[config.mk]
export PLATFORM = sky130hd
export DESIGN_NAME = sync_fifo_param
export DESIGN_NICKNAME = d
export VERILOG_FILES = /design/src/rtl/fifo_pkg.sv /design/src/rtl/fifo_ptr.sv /design/src/rtl/sync_fifo_param.sv
export SDC_FILE = /design/constraint.sdc
export NUM_CORES = 1
export LEC_CHECK = 0
export CAP_MARGIN = 20
export CORE_ASPECT_RATIO = 1.5
export CORE_MARGIN = 2
export CORE_UTILIZATION = 27
export CTS_CLUSTER_DIAMETER = 40
export DETAILED_ROUTE_END_ITERATION = 10
export MAX_ROUTING_LAYER = met4
export PLACE_DENSITY_LB_ADDON = 0.25
export SYNTH_ARGS = -nofsm -noshare
export SYNTH_HDL_FRONTEND = slang
export SYNTH_SLANG_ARGS = --single-unit
[constraint.sdc]
create_clock -name clk -period 7.87 [get_ports clk]
set_input_delay 1.574 -clock clk [delete_from_list [all_inputs] [get_ports clk]]
set_output_delay 1.574 -clock clk [all_outputs]
set_load 0.02 [all_outputs]
[src/rtl/fifo_pkg.sv]
// Shared constants and pointer-wrap helper for the parametrised synchronous FIFO.
package fifo_pkg;

  localparam int unsigned FIFO_WIDTH_DEF = 16;
  localparam int unsigned FIFO_DEPTH_DEF = 8;

  // Wrapping increment that does not assume a power-of-two depth.
  function automatic int unsigned ptr_next(input int unsigned ptr, input int unsigned depth);
    return (ptr >= depth - 1) ? 0 : ptr + 1;
  endfunction

endpackage

[src/rtl/fifo_ptr.sv]
// Wrapping read/write pointer register with synchronous clear.
module fifo_ptr
  import fifo_pkg::*;
#(
  parameter  int unsigned DEPTH = FIFO_DEPTH_DEF,
  localparam int unsigned PTR_W = $clog2(DEPTH)
) (
  input  logic             clk,
  input  logic             rst_n,
  input  logic             clr,
  input  logic             inc,
  output logic [PTR_W-1:0] ptr
);

  always_ff @(posedge clk or negedge rst_n) begin
    if (!rst_n) begin
      ptr <= '0;
    end else if (clr) begin
      ptr <= '0;
    end else if (inc) begin
      ptr <= PTR_W'(ptr_next(32'(ptr), DEPTH));
    end
  end

endmodule

[src/rtl/sync_fifo_param.sv]
// Parametrised single-clock FIFO with thresholds, occupancy count and flush.
// Define FIFO_FWFT_EN for first-word-fall-through read data; default is registered read.
module sync_fifo_param
  import fifo_pkg::*;
#(
  parameter  int unsigned FIFO_WIDTH = FIFO_WIDTH_DEF,
  parameter  int unsigned FIFO_DEPTH = FIFO_DEPTH_DEF,
  parameter  int unsigned AF_LEVEL   = FIFO_DEPTH - 1,
  parameter  int unsigned AE_LEVEL   = 1,
  localparam int unsigned CNT_W      = $clog2(FIFO_DEPTH + 1),
  localparam int unsigned PTR_W      = $clog2(FIFO_DEPTH)
) (
  input  logic                  clk,
  input  logic                  rst_n,
  input  logic                  flush,
  input  logic                  wr_en,
  input  logic [FIFO_WIDTH-1:0] data_in,
  input  logic                  rd_en,
  output logic [FIFO_WIDTH-1:0] data_out,
  output logic                  wr_ack,
  output logic                  overflow,
  output logic                  underflow,
  output logic                  full,
  output logic                  empty,
  output logic                  almostfull,
  output logic                  almostempty,
  output logic [CNT_W-1:0]      count
);

  logic [FIFO_WIDTH-1:0] mem [FIFO_DEPTH];
  logic [PTR_W-1:0]      wr_ptr;
  logic [PTR_W-1:0]      rd_ptr;
  logic                  wr_acc;
  logic                  rd_acc;

  // Flush masks both requests so no handshake pulse is produced for that cycle.
  assign wr_acc = wr_en && !full  && !flush;
  assign rd_acc = rd_en && !empty && !flush;

  assign full        = (count == CNT_W'(FIFO_DEPTH));
  assign empty       = (count == '0);
  assign almostfull  = (32'(count) >= AF_LEVEL);
  assign almostempty = (32'(count) <= AE_LEVEL);

  fifo_ptr #(.DEPTH(FIFO_DEPTH)) u_wr_ptr (
    .clk   (clk),
    .rst_n (rst_n),
    .clr   (flush),
    .inc   (wr_acc),
    .ptr   (wr_ptr)
  );

  fifo_ptr #(.DEPTH(FIFO_DEPTH)) u_rd_ptr (
    .clk   (clk),
    .rst_n (rst_n),
    .clr   (flush),
    .inc   (rd_acc),
    .ptr   (rd_ptr)
  );

  // Storage is intentionally not reset; flush only rewinds the pointers.
  always_ff @(posedge clk) begin
    if (wr_acc) begin
      mem[wr_ptr] <= data_in;
    end
  end

  always_ff @(posedge clk or negedge rst_n) begin
    if (!rst_n) begin
      count <= '0;
    end else if (flush) begin
      count <= '0;
    end else if (wr_acc && !rd_acc) begin
      count <= count + CNT_W'(1);
    end else if (rd_acc && !wr_acc) begin
      count <= count - CNT_W'(1);
    end
  end

  always_ff @(posedge clk or negedge rst_n) begin
    if (!rst_n) begin
      wr_ack    <= 1'b0;
      overflow  <= 1'b0;
      underflow <= 1'b0;
    end else begin
      wr_ack    <= wr_acc;
      overflow  <= wr_en && full  && !flush;
      underflow <= rd_en && empty && !flush;
    end
  end

`ifdef FIFO_FWFT_EN
  assign data_out = mem[rd_ptr];
`else
  always_ff @(posedge clk or negedge rst_n) begin
    if (!rst_n) begin
      data_out <= '0;
    end else if (rd_acc) begin
      data_out <= mem[rd_ptr];
    end
  end
`endif

endmodule

### After elaboration in Yosys (flattened, before gate mapping)

Memories as Yosys holds them, arrays and structs flattened. A register that Yosys moved wholly into a read port is not among the register bits.
Cells that the tools add are included.

* add/sub/neg operators: 4
* order comparisons: 4
* equal/unequal tests: 1
* muxes and demuxes: 11
* reduce and logical (&&, ||, !) cells: 20

Operators by type and width (count)
* 2-to-1 mux 3 bit: 6
* 2-to-1 mux 4 bit: 3
* logical AND 1 bit: 10
* adder 3 x 1 -> 3 bit, second input constant: 2
* >= comparator 3 bit, second input constant: 2
* logical NOT 1 bit: 6
* adder 4 x 1 -> 4 bit, second input constant: 1
* equality test 4 bit, second input constant: 1
* >= comparator 4 x 3 -> 1 bit, second input constant: 1
* less-or-equal comparator 4 x 1 -> 1 bit, second input constant: 1
* logical NOT 4 bit: 1
* nonzero test 2 bit: 2
* subtractor 4 x 1 -> 4 bit, second input constant: 1
* nonzero test 3 bit: 1
* 2-to-1 mux 1 bit: 2

* bits in registers: 13
* bits in writable memories: 128
* bits of input ports: 21
* output and inout bits: 27
* word-level logic and storage cells: 47
* memories kept: 1

Memory list
* mem: depth 8, bits a word 16, read ports 1, clocked after memory_dff 1, write ports 1, line sync_fifo_param.sv:30 `logic [FIFO_WIDTH-1:0] mem [FIFO_DEPTH];`

### Depth between registers and ports, before layout

* word-level depth: 9
* mapped depth: 8
* mapped depth without buffers: 8

### By module

A second synthesis with hierarchy kept.

* cell total of the unflattened synthesis: 322
* area, all modules: 6185.9 um^2

Modules (own cells, without submodules)
* sync_fifo_param: instances 1, cells each 294, area each 5850.6 um^2
* fifo_ptr: instances 2, cells each 14, area each 167.7 um^2

### Worst setup path before layout

Ideal clock, no wire load.

* path type: input -> register
* from: input port flush
* to: memory mem[0][0] (netlist bit) (enable)
* library setup time: 430 ps
* data arrival time: 3545 ps
* path slack: 3895 ps
* stages: 3
* cells stage by stage: nand2b_1 > nand2b_2 > nor4_1

* cells in the longest elaborated chain, start to end: 4

RTL lines
* start: declaration: line sync_fifo_param.sv:15 `input logic flush,`
* logical NOT 1 bit: line sync_fifo_param.sv:37 `assign wr_acc = wr_en && !full && !flush;`
* logical AND 1 bit: line sync_fifo_param.sv:37
* 2-to-1 mux 1 bit: line sync_fifo_param.sv:63 `if (wr_acc) begin`
* 2-to-1 mux 1 bit (not written as such): line sync_fifo_param.sv:64 `mem[wr_ptr] <= data_in;`
* end: declaration: line sync_fifo_param.sv:30

Every way passes these cells.

### Final worst setup path

* from: register count[1]
* to: output port empty

* cells in the longest elaborated chain, start to end: 1

RTL lines
* start: declaration: line sync_fifo_param.sv:27 `output logic [CNT_W-1:0] count`
* start signal: assignment: line sync_fifo_param.sv:74 `count <= count + CNT_W'(1);`
* start signal: assignment: line sync_fifo_param.sv:76 `count <= count - CNT_W'(1);`
* logical NOT 4 bit: line sync_fifo_param.sv:41 `assign empty = (count == '0);`
* end: declaration: line sync_fifo_param.sv:24 `output logic empty,`

Every way passes these cells.

==> metrics.md <==
| Metric | Value |
|---|---|
| Die Height | about 190 um |
| Insertion delay to the later sink of the worst-skew pair | approximately 0.42 ns |
| Crit path max-delay family | buffers and inverters |
| Commonest non-fill, non-tap cell in the layout | edfxtp_1 |
| Final period util | between 40% and 50% |
| CP cell instances | inv_1 > ha_1 > nand2b_4 > nor2_1 > clkdlybuf4s50_1 |
| Syn nets | roughly 360 |
| Post-synthesis sequential area ratio | 73.7% |
| Placer Congestion | 0.703 |
| Initial antenna violation count | 0 |
| IO Port Bufs | 47 |
| Pre-antenna DRT Iters | 4 |
| Pwr Density | 328 nW/um2 |
| #FFs+latches synth | between 150 and 200 |
| Final net count | 420 |
| CTS Buffer Depth | 2 |
| Final wirelength | approximately 12,000 um |
| CP arrival | about 2.2 ns |
| Final Util | 34.1% |
| Core area | about 22,000 um2 |
| Required @ worst endpoint | between 6 and 7 ns |
| I/O pin cnt | 48 |
| Post-synthesis mux area share | 14.7% |
| Rel. slew slack | 38.3% |
| Largest family of logic cells by synthesized area | multiplexers |
| Setup slack after layout | 4.08 ns |
| Ant. Diodes | 0 |
| Leakage power | roughly 2.5 nW |
| Library cells used by synthesis | 38 |
| Synth Instances | approximately 330 |
| Max FO, Critical Path | 6 |
| Commonest non-fill, non-tap cells in the layout | 128 x edfxtp_1, 46 x clkdlybuf4s50_1, 32 x mux4_2 |
| Post-CTS Setup Repair Bufs | 0 |
| Reg2reg path depth | 8 |
| Clock tree sinks | approximately 160 |
| Synth Area in XOR/XNOR | less than 1% |
| CP Capture Type | output port |
| Initial Util | between 20 and 30% |
| Final hold violation count | 0 |
| Via count | 3,155 |
| Sequential cell area | about 4600 um2 |
| CP max stage cell | clkdlybuf4s50_1 |
| Share of cells above drive strength 1 | a little under a quarter |
| H-tree Lvls | 4 |
| DRC viols | 0 |
| CP peak stage delay | roughly 0.63 ns |
| Min-delay worst type | reg -> reg |
| Hold buffers post-CTS | 0 |
| CTS Buf Count | 17 |
| Clock root buffer | clkbuf_16 |
| Max rail drop VDD | 0.148 mV |
| Syn-to-layout area delta | 23.5% |
| Post-Synth Simple-Gate Area | ~4.8% |
| Final ANT Viol Nets | 0 |
| Die ar. | about 24,000 um2 |
| Minimum clock period after layout | between 3 and 4 ns |
| Mapped cell area | roughly 6200 um2 |
| WP depth | 5 |
| FP Rows | 67 |
| Area occupied by multi-input gates | about 1600 um2 |
| Routed WL per cell | between 15 and 20 um |
| Global Route Usage Sum | 11.2% |
| Post-CTS sizing | 0 |
| Total grt overflow | 0 |
| Post-route insts no fill | 680 |
| Vias per cell | ~4.6 |
| Place WS | roughly 4.0 ns |
| Final Skew | 0.00850 ns |
| CTS tree | built |
| Hold-critical path depth | 2 |
| Setup tns final | 0 ns |
| First-pass GRT wire length | 19,200 um |
| Largest net degree at the start of global routing | 37 |
| Buffers & Inverters on Critical Path | 2 |
| Number of global-route vias before repair | around 3,400 |
| Compound-Gate Fraction of Synth Area | about 3.4% |
| Top achievable clock speed | 0.264 GHz |
| Slew Limit Fails | 0 |
| RSZ-0062 raised after global routing | no |
| Final setup fails | 0 |
| Initial drt markers | between 150 and 200 |
| Max-capacitance violation count | 0 |
| Status | completed |
| Die X | 128 um |
| Dpl hpwl | 7700 um |
| Average size of a mapped cell | ~19 um2 |
| Clk pin slew, worst setup/hold paths | about 0.060 ns |
| Worst Max-Slew Pin Slew | roughly 0.9 ns |
| Cell total after placement | roughly 650 |
| Startpoint Class | flip-flop |
| Fillers | approximately 2,100 |
| Adder-Cell Fraction of Synth Area | between 1.5 and 2% |
| Synth warn | 0 |
| Critical path type | reg -> out |
-- power by group --
group,switching (mW),internal [mW]
combinational,0.319,0.305
clock,0.334,0.514
sequential,0.0647,0.976
-- state kept, by name (all words and copies together) (netlist names) --
| signal | cells |
|---|---|
| mem | 128 |
| data_out | 16 |
| count | 4 |
| wr_ack | 1 |
| underflow | 1 |
| u_rd_ptr.ptr | 3 |
| u_wr_ptr.ptr | 3 |
| overflow | 1 |
-- cell families (layout without fill, tap and decap cells) --
kind of cell / after synthesis / in the layout
AOI/OAI and AO/OA: 35 / 35
xor gates and xnor gates: 1 / 1
adders and majority gates: 8 / 8
buffers and inverters: 19 / 94
DFF: 157 / 157
muxes: 51 / 51
and+or+nand+nor: 58 / 58
-- through the flow --
stage | instance area (um2) | power, mW | hold slack (ns)
6_report | 7660 | 2.51 | 0.532
4_1_cts | 7660 | 2.55 | 0.538
5_1_grt | 7660 | 2.64 | 0.549
3_3_place_gp | 7040 | 1.69 | 0.515
2_1_floorplan | 6200 | 1.46 | 0.587
3_5_place_dp | 7040 | 1.70 | 0.523
-- layout make-up --
class                   count  area share, %
multi-input cells         153           20.4
flip-flops and latches    157           59.7
well taps                 276           4.51
inverters                   4          0.196
clock inverters            14           2.35
clock buffers              18           5.73
repair buffers             58           7.15
-- worst paths after layout --
check                      slack (ns)                           to               startpoint
max in group asynchronous        6.10  u_rd_ptr.ptr[1]$_DFFE_PN0P_                    rst_n
min reg2reg                      0.53      data_out[8]$_DFFE_PN0P_  data_out[8]$_DFFE_PN0P_
min in group asynchronous        1.23          underflow$_DFF_PN0_                    rst_n
min                              0.53      data_out[8]$_DFFE_PN0P_  data_out[8]$_DFFE_PN0P_
max                              4.08                        empty     count[1]$_DFFE_PN0P_
max reg2reg                      5.65         mem[7][15]$_DFFE_PP_     count[0]$_DFFE_PN0P_
-- worst reg2reg max path: stages, from the launching register on --
cell      delay [ns]
dfrtp_1         0.44
inv_1           0.12
ha_1            0.28
nand3b_4        0.14
nand2b_2        0.15
inv_1           0.18
nand2_1         0.14
nor2_1          0.15
buf_4           0.30
-- cell usage after synthesis --
| master | instances | area (um2) |
|---|---|---|
| ha_1 | 8 | 100 |
| o22ai_1 | 1 | 6.26 |
| a211oi_1 | 1 | 7.51 |
| buf_4 | 2 | 15.0 |
| nand2_1 | 7 | 26.3 |
| clkbuf_1 | 5 | 18.8 |
| nor2b_1 | 2 | 12.5 |
| a21oi_1 | 22 | 110 |
| mux4_2 | 32 | 721 |
| nand3_1 | 1 | 5.00 |
| inv_1 | 3 | 11.3 |
| buf_2 | 6 | 30.0 |
| or3_1 | 1 | 6.26 |
| mux2_2 | 1 | 11.3 |
| nor2_1 | 27 | 101 |
| a211o_2 | 1 | 10.0 |
| mux2i_1 | 18 | 180 |
| nand2b_1 | 4 | 25.0 |
| nor4b_1 | 1 | 8.76 |
| a32o_1 | 2 | 20.0 |
| nor4_1 | 1 | 6.26 |
| a21boi_2 | 1 | 11.3 |
| nand3b_4 | 1 | 20.0 |
| nand4bb_1 | 1 | 11.3 |
| dfrtp_1 | 29 | 726 |
| edfxtp_1 | 128 | 3840 |
| a31oi_1 | 2 | 12.5 |
| nand2b_2 | 1 | 8.76 |
| o21ai_0 | 2 | 10.0 |
| o21ai_2 | 1 | 8.76 |
| inv_2 | 1 | 3.75 |
| nand2b_4 | 1 | 13.8 |
| or4_1 | 1 | 7.51 |
| o32ai_1 | 1 | 8.76 |
| a21o_1 | 1 | 7.51 |
| xnor2_1 | 1 | 8.76 |
| buf_6 | 2 | 22.5 |
| nor3_1 | 9 | 45.0 |
-- per-layer routing --
layer	routed length [um]	track usage, %	vias to the layer above
met3	345	2.78	16
met4	271	4.69	0
met1	5210	12.4	1640
met5	0	-	-
met2	6580	19.1	62
li1	-	-	1437
No activity file was read; power rests on OpenSTA's default activity.
